## config.mk

```make
export PLATFORM = sky130hd
export DESIGN_NAME = hazard_fwd_unit_flat
export DESIGN_NICKNAME = d
export VERILOG_FILES = /design/src/rtl/hazard_fwd_unit_pkg.sv /design/src/rtl/hazard_fwd_unit_if.sv /design/src/rtl/hazard_fwd_sel.sv /design/src/rtl/hazard_fwd_unit.sv /design/src/flat_wrapper.sv
export SDC_FILE = /design/constraint.sdc
export NUM_CORES = 1
export LEC_CHECK = 0
export BUFFER_PORTS_ARGS = -buffer_cell sky130_fd_sc_hd__buf_4
export CORE_MARGIN = 5
export CORE_UTILIZATION = 43
export DETAILED_ROUTE_END_ITERATION = 7
export HOLD_SLACK_MARGIN = 0.03
export PLACE_DENSITY = 0.68
export SYNTH_ARGS = -nofsm -noshare
export SYNTH_HDL_FRONTEND = slang
export SYNTH_SLANG_ARGS = --single-unit
```

## constraint.sdc

```tcl
create_clock -name clk -period 2 [get_ports clk]
set_input_delay 0.3 -clock clk [delete_from_list [all_inputs] [get_ports clk]]
set_output_delay 0.3 -clock clk [all_outputs]
set_load 0.02 [all_outputs]
```

## src/rtl/hazard_fwd_unit_pkg.sv

```systemverilog
// Shared optype and forward-select encodings for the hazard unit and the decoder.
// Pure type definitions: no latency, no backpressure.
package hazard_pkg;

  typedef enum logic [1:0] {
    OPTYPE_NONE  = 2'd0,
    OPTYPE_ALU   = 2'd1,
    OPTYPE_LOAD  = 2'd2,
    OPTYPE_STORE = 2'd3
  } optype_e;

  typedef enum logic [1:0] {
    FWD_RF       = 2'd0,
    FWD_EX_ALU   = 2'd1,
    FWD_MEM_ALU  = 2'd2,
    FWD_MEM_LOAD = 2'd3
  } fwd_sel_e;

endpackage

```

## src/rtl/hazard_fwd_unit_if.sv

```systemverilog
// ID-stage hazard inputs and pipeline control outputs between the core and the hazard unit.
// Wires only: zero latency; stalls are signalled through PC_EN_IF/reg_FD_EN.
interface hazard_fwd_unit_if
  import hazard_pkg::*;
#(
  parameter int REG_AW = 5
);
  optype_e           hazard_optype_ID;
  logic              rs1use_ID;
  logic              rs2use_ID;
  logic [REG_AW-1:0] rs1_ID;
  logic [REG_AW-1:0] rs2_ID;
  logic [REG_AW-1:0] rd_ID;
  logic              Branch_ID;
  logic              PC_EN_IF;
  logic              reg_FD_EN;
  logic              reg_FD_flush;
  logic              reg_DE_flush;
  fwd_sel_e          forward_ctrl_A;
  fwd_sel_e          forward_ctrl_B;
  logic              forward_ctrl_ls;

  modport master (
    output hazard_optype_ID, rs1use_ID, rs2use_ID, rs1_ID, rs2_ID, rd_ID, Branch_ID,
    input  PC_EN_IF, reg_FD_EN, reg_FD_flush, reg_DE_flush,
    input  forward_ctrl_A, forward_ctrl_B, forward_ctrl_ls
  );

  modport slave (
    input  hazard_optype_ID, rs1use_ID, rs2use_ID, rs1_ID, rs2_ID, rd_ID, Branch_ID,
    output PC_EN_IF, reg_FD_EN, reg_FD_flush, reg_DE_flush,
    output forward_ctrl_A, forward_ctrl_B, forward_ctrl_ls
  );
endinterface

```

## src/rtl/hazard_fwd_sel.sv

```systemverilog
// Per-operand forward select from EX/MEM producers; youngest producer wins.
// Combinational, zero latency; an EX load match yields regfile since the stall covers it.
module hazard_fwd_sel
  import hazard_pkg::*;
#(
  parameter int REG_AW = 5
) (
  input  logic              use_rs,
  input  logic [REG_AW-1:0] rs,
  input  logic [REG_AW-1:0] rd_ex,
  input  optype_e           optype_ex,
  input  logic [REG_AW-1:0] rd_mem,
  input  optype_e           optype_mem,
  output fwd_sel_e          sel
);
  logic hit_ex;
  logic hit_mem;

  always_comb begin
    hit_ex  = use_rs && (rs != '0) && (rs == rd_ex);
    hit_mem = use_rs && (rs != '0) && (rs == rd_mem);
    sel     = FWD_RF;
    // An EX load shadows any older MEM producer of the same register.
    if (hit_ex && optype_ex == OPTYPE_ALU)          sel = FWD_EX_ALU;
    else if (hit_ex && optype_ex == OPTYPE_LOAD)    sel = FWD_RF;
    else if (hit_mem && optype_mem == OPTYPE_ALU)   sel = FWD_MEM_ALU;
    else if (hit_mem && optype_mem == OPTYPE_LOAD)  sel = FWD_MEM_LOAD;
  end
endmodule

```

## src/rtl/hazard_fwd_unit.sv

```systemverilog
// Load-use stall, branch flush and operand forwarding for the 5-stage core.
// Outputs are combinational (0 cycles); a load-use holds PC and IF/ID for exactly one cycle.
module hazard_fwd_unit
  import hazard_pkg::*;
#(
  parameter int REG_AW = 5
) (
  input  logic              clk,
  input  logic              rst,
  hazard_fwd_unit_if.slave  hz
);
  optype_e           optype_ex;
  optype_e           optype_mem;
  logic [REG_AW-1:0] rd_ex;
  logic [REG_AW-1:0] rd_mem;
  logic [REG_AW-1:0] rs2_ex;
  logic              match1_ex;
  logic              match2_ex;
  logic              load_use;
  fwd_sel_e          sel_a;
  fwd_sel_e          sel_b;

  // WB is not shadowed: operand writes there are covered by regfile write-first.
  always_ff @(posedge clk) begin
    if (rst) begin
      optype_ex  <= OPTYPE_NONE;
      optype_mem <= OPTYPE_NONE;
      rd_ex      <= '0;
      rd_mem     <= '0;
      rs2_ex     <= '0;
    end else begin
      optype_ex  <= load_use ? OPTYPE_NONE : hz.hazard_optype_ID;
      rd_ex      <= hz.rd_ID;
      rs2_ex     <= hz.rs2_ID;
      optype_mem <= optype_ex;
      rd_mem     <= rd_ex;
    end
  end

  always_comb begin
    match1_ex = hz.rs1use_ID && (hz.rs1_ID != '0) && (hz.rs1_ID == rd_ex);
    match2_ex = hz.rs2use_ID && (hz.rs2_ID != '0) && (hz.rs2_ID == rd_ex);
    // Store data alone on an EX load does not stall; it is picked up in EX next cycle.
    load_use  = !rst && (optype_ex == OPTYPE_LOAD) &&
                (match1_ex || (match2_ex && hz.hazard_optype_ID != OPTYPE_STORE));
  end

  hazard_fwd_sel #(.REG_AW(REG_AW)) u_sel_a (
    .use_rs     (hz.rs1use_ID),
    .rs         (hz.rs1_ID),
    .rd_ex      (rd_ex),
    .optype_ex  (optype_ex),
    .rd_mem     (rd_mem),
    .optype_mem (optype_mem),
    .sel        (sel_a)
  );

  hazard_fwd_sel #(.REG_AW(REG_AW)) u_sel_b (
    .use_rs     (hz.rs2use_ID),
    .rs         (hz.rs2_ID),
    .rd_ex      (rd_ex),
    .optype_ex  (optype_ex),
    .rd_mem     (rd_mem),
    .optype_mem (optype_mem),
    .sel        (sel_b)
  );

  always_comb begin
    hz.PC_EN_IF        = !load_use;
    hz.reg_FD_EN       = !load_use;
    hz.reg_DE_flush    = load_use;
    hz.reg_FD_flush    = !rst && hz.Branch_ID && !load_use;
    hz.forward_ctrl_A  = rst ? FWD_RF : sel_a;
    hz.forward_ctrl_B  = rst ? FWD_RF : sel_b;
    hz.forward_ctrl_ls = !rst && (optype_ex == OPTYPE_STORE) && (optype_mem == OPTYPE_LOAD) &&
                         (rs2_ex != '0) && (rs2_ex == rd_mem);
  end
endmodule

```

## src/flat_wrapper.sv

```systemverilog
// flat-port wrapper written by rule: the top's interface ports become plain ports
module hazard_fwd_unit_flat import hazard_pkg::*;
#(
  parameter int REG_AW = 5
)
  (clk, rst, hz_hazard_optype_ID, hz_rs1use_ID, hz_rs2use_ID, hz_rs1_ID, hz_rs2_ID, hz_rd_ID, hz_Branch_ID, hz_PC_EN_IF, hz_reg_FD_EN, hz_reg_FD_flush, hz_reg_DE_flush, hz_forward_ctrl_A, hz_forward_ctrl_B, hz_forward_ctrl_ls);
  hazard_fwd_unit_if #(.REG_AW(REG_AW)) hz_i ();
  input  logic clk;
  input  logic rst;
  input wire logic [$bits(hz_i.hazard_optype_ID)-1:0] hz_hazard_optype_ID;
  input wire logic [$bits(hz_i.rs1use_ID)-1:0] hz_rs1use_ID;
  input wire logic [$bits(hz_i.rs2use_ID)-1:0] hz_rs2use_ID;
  input wire logic [$bits(hz_i.rs1_ID)-1:0] hz_rs1_ID;
  input wire logic [$bits(hz_i.rs2_ID)-1:0] hz_rs2_ID;
  input wire logic [$bits(hz_i.rd_ID)-1:0] hz_rd_ID;
  input wire logic [$bits(hz_i.Branch_ID)-1:0] hz_Branch_ID;
  output wire logic [$bits(hz_i.PC_EN_IF)-1:0] hz_PC_EN_IF;
  output wire logic [$bits(hz_i.reg_FD_EN)-1:0] hz_reg_FD_EN;
  output wire logic [$bits(hz_i.reg_FD_flush)-1:0] hz_reg_FD_flush;
  output wire logic [$bits(hz_i.reg_DE_flush)-1:0] hz_reg_DE_flush;
  output wire logic [$bits(hz_i.forward_ctrl_A)-1:0] hz_forward_ctrl_A;
  output wire logic [$bits(hz_i.forward_ctrl_B)-1:0] hz_forward_ctrl_B;
  output wire logic [$bits(hz_i.forward_ctrl_ls)-1:0] hz_forward_ctrl_ls;
  assign hz_i.hazard_optype_ID = hz_hazard_optype_ID;
  assign hz_i.rs1use_ID = hz_rs1use_ID;
  assign hz_i.rs2use_ID = hz_rs2use_ID;
  assign hz_i.rs1_ID = hz_rs1_ID;
  assign hz_i.rs2_ID = hz_rs2_ID;
  assign hz_i.rd_ID = hz_rd_ID;
  assign hz_i.Branch_ID = hz_Branch_ID;
  assign hz_PC_EN_IF = hz_i.PC_EN_IF;
  assign hz_reg_FD_EN = hz_i.reg_FD_EN;
  assign hz_reg_FD_flush = hz_i.reg_FD_flush;
  assign hz_reg_DE_flush = hz_i.reg_DE_flush;
  assign hz_forward_ctrl_A = hz_i.forward_ctrl_A;
  assign hz_forward_ctrl_B = hz_i.forward_ctrl_B;
  assign hz_forward_ctrl_ls = hz_i.forward_ctrl_ls;
  hazard_fwd_unit #(.REG_AW(REG_AW)) u_core (.clk(clk), .rst(rst), .hz(hz_i));
endmodule
```

==> results.txt <==
Status = complete, but fails checks
Failing checks = negative setup slack
Top Layer Used = met4
Diode count = 0
Critical Path RT = 1.70 ns
Final Skew = 0.00326 ns
Largest net degree at the start of global routing = 21
Worst-Margin Slew = 0.361 ns
Fin. Hold Viols = 0
Average vias per placed instance = 4.94
Crit-path max cell delay = 0.34 ns
Area leader, netlist = dfxtp_1
Synth Instances = 114
Area after DPL = 1420 sq um
Synth Area per Inst = 9.41 sq um
Yosys reg bits = 19
Arr. time, crit path = 1.97 ns
Remaining antenna violation count = 0
Starting Density = 0.441
Num ports = 31
Num CTS Buffers = 3
Sink Count = 19
Core area = 2430 sq um
CP dominant cell by count = buf_6
Pwr per Cell Area = 475 nW/um^2
Leakage = 0.716 nW
Worst path slowest cell = dfxtp_2
Initial antenna violation count = 0
Setup_tns = -1.47 ns
Port bufs = 30
CTS HTree Levels = 1
Final Util = 0.714
Global-route wire length before repair = 4.53 mm
Crit path launch type = flop
Max clock buf depth = 2
Via count = 993
Finish-stage setup viols = 8
DP Wirelength = 2.15 mm
Met2 wire length = 1.63 mm
Seq/Total Area, Yosys = 0.355
Leading cell types in the layout, fill and taps excluded = buf_4, nor2b_1, xnor2_1
Average wire per standard cell = 14.8 microns
Worst path cell trace = buf_6 > xor2_4 > nor4_4 > buf_4 > buf_6 > mux2i_2 > a21oi_2 > buf_6
Commonest non-fill, non-tap cell in the layout = buf_4
RSZ-0062 raised after global routing = true
Max VDD drop = 0.000315 V
WL met3 = 139 microns
Max-slew violations = 0
DRT Pass-1 Iters = 4
Die H = 59.9 microns
Net Count, Synth = 136
Distinct cells, synth = 27
1st-iter DRT viols = 56
Max Fclk = 441 MHz
All-layer global routing usage = 0.171
Area of the multi-input gates = 782 sq um
Hold_buf cts = 0
Net count reported at finish = 194
Design area = 1740 sq um
Fin worst setup slack = -0.267 ns
Shortest period the worst path allows = 2.27 ns
Fraction of layout cells with a size suffix above 1 = 0.503
GP Congestion = 0.882
Clk_lat worst skew = 0.29 ns
Die area = 3590 sq um
Min-delay worst type = in2reg
Die Wd = 59.9 microns
Gr ovfl total = 0
Warnings from Yosys = 0
M1 WL = 1.18 mm
Fill cells = 189
# DRC = 0
Max-cap viol count = 0
Area Growth Syn to Fin = 62.0%
Worst setup EP type = output pin
Routed WL = 2.97 mm
Tcrit/Tclk final = 1.13
Max-slew headroom = 0.758
Root buffer cell = clkbuf_4
Number of global-route vias before repair = 1029
Synth top area share = 0.355
Power consumption = 0.000825 W
CTS clk-pin slew, worst paths = 0.11 ns
Rows = 18
WS Path Type = reg2out
Top post-synthesis cells by area = dfxtp_1, xnor2_1, nor2b_1
Cell Area, Synth = 1070 sq um
Register area = 388 sq um
CP max FO = 2
CTS tree = built
[layout make-up]
type | count | share of cell area
flip-flops and latches | 19 | 0.223
repair buffers | 56 | 0.279
inverters | 5 | 0.0108
clock buffers | 4 | 0.0151
well taps | 30 | 0.0216
multi-input cells | 87 | 0.450
[registers in the layout, indices dropped and copies added, names as in the netlist]
| register | count |
|---|---|
| u_core.rd_ex | 5 |
| u_core.optype_mem | 2 |
| u_core.rd_mem | 5 |
| u_core.optype_ex | 2 |
| u_core.rs2_ex | 5 |
[synthesized netlist by cell type, drive strengths merged]
cell type / n
clkbuf: 2
xor2: 8
buf: 1
nand2: 4
a2111oi: 2
nor4: 6
nor2b: 17
dfxtp: 19
o21ai: 4
or4: 2
or3: 1
mux2i: 2
o211a: 3
a21oi: 7
xnor2: 16
nand3: 7
nor2: 2
inv: 5
nor3: 2
nand2b: 4
[critical path: cells and delay by family (launching register included)]
kind,cells,cell delay (ns)
DFF,1,0.34
muxes,1,0.24
and+or+nand+nor,1,0.30
xor gates and xnor gates,1,0.18
AOI/OAI and AO/OA,1,0.09
buffers and inverters,4,0.53
[routing by layer]
layer	global-route usage	up-vias
met3	0.0367	2
met2	0.332	30
met5	0	-
met4	0.0475	0
li1	-	500
met1	0.181	461
[report_power, final]
| part | total [W] | internal (W) | switching (W) |
|---|---|---|---|
| Clock | 0.000190 | 0.0000773 | 0.000112 |
| Sequential | 0.000418 | 0.000398 | 0.0000193 |
| Combinational | 0.000218 | 0.000120 | 0.0000981 |
[through the flow]
stage / instances / hold slack, ns / worst slack, ns
after floorplan: 114 / 0.428 / -0.0263
after global placement: 184 / 0.509 / -0.109
after detailed placement: 184 / 0.514 / -0.135
after CTS: 199 / 0.214 / -0.226
after global routing: 201 / 0.211 / -0.398
final: 201 / 0.219 / -0.267
[what timing repair did]
action | CTS | global route
resized for setup | 21 | 19
pin swaps | 17 | 7
setup buffers | 11 | 2
endpoints found under the setup margin | 8 | 8
[cells by family (layout without fill, tap and decap cells)]
group / count (synthesis) / count (layout) / share of synthesized area
multiplexers: 2 / 2 / 0.0187
AND/OR/NAND/NOR: 45 / 45 / 0.274
AO/OA/AOI/OAI: 16 / 16 / 0.125
buffers and inverters: 8 / 65 / 0.0315
XOR/XNOR: 24 / 24 / 0.196
flip-flops: 19 / 19 / 0.355
[path summary, 6_finish.rpt]
| check | startpoint | slack, ns | cells past startpoint | end |
|---|---|---|---|---|
| worst max-delay path | u_core.rd_ex[3] | -0.27 | 8 | hz_forward_ctrl_A[0] |
| worst min-delay path | hz_rd_ID[1] | 0.22 | 2 | u_core.rd_ex[1] |
| worst max register to register | u_core.rd_ex[2] | 0.30 | 8 | u_core.optype_ex[0] |
| worst min register to register | u_core.rd_ex[1] | 0.50 | 1 | u_core.rd_mem[1] |
Power figures use the tool's default switching activity.
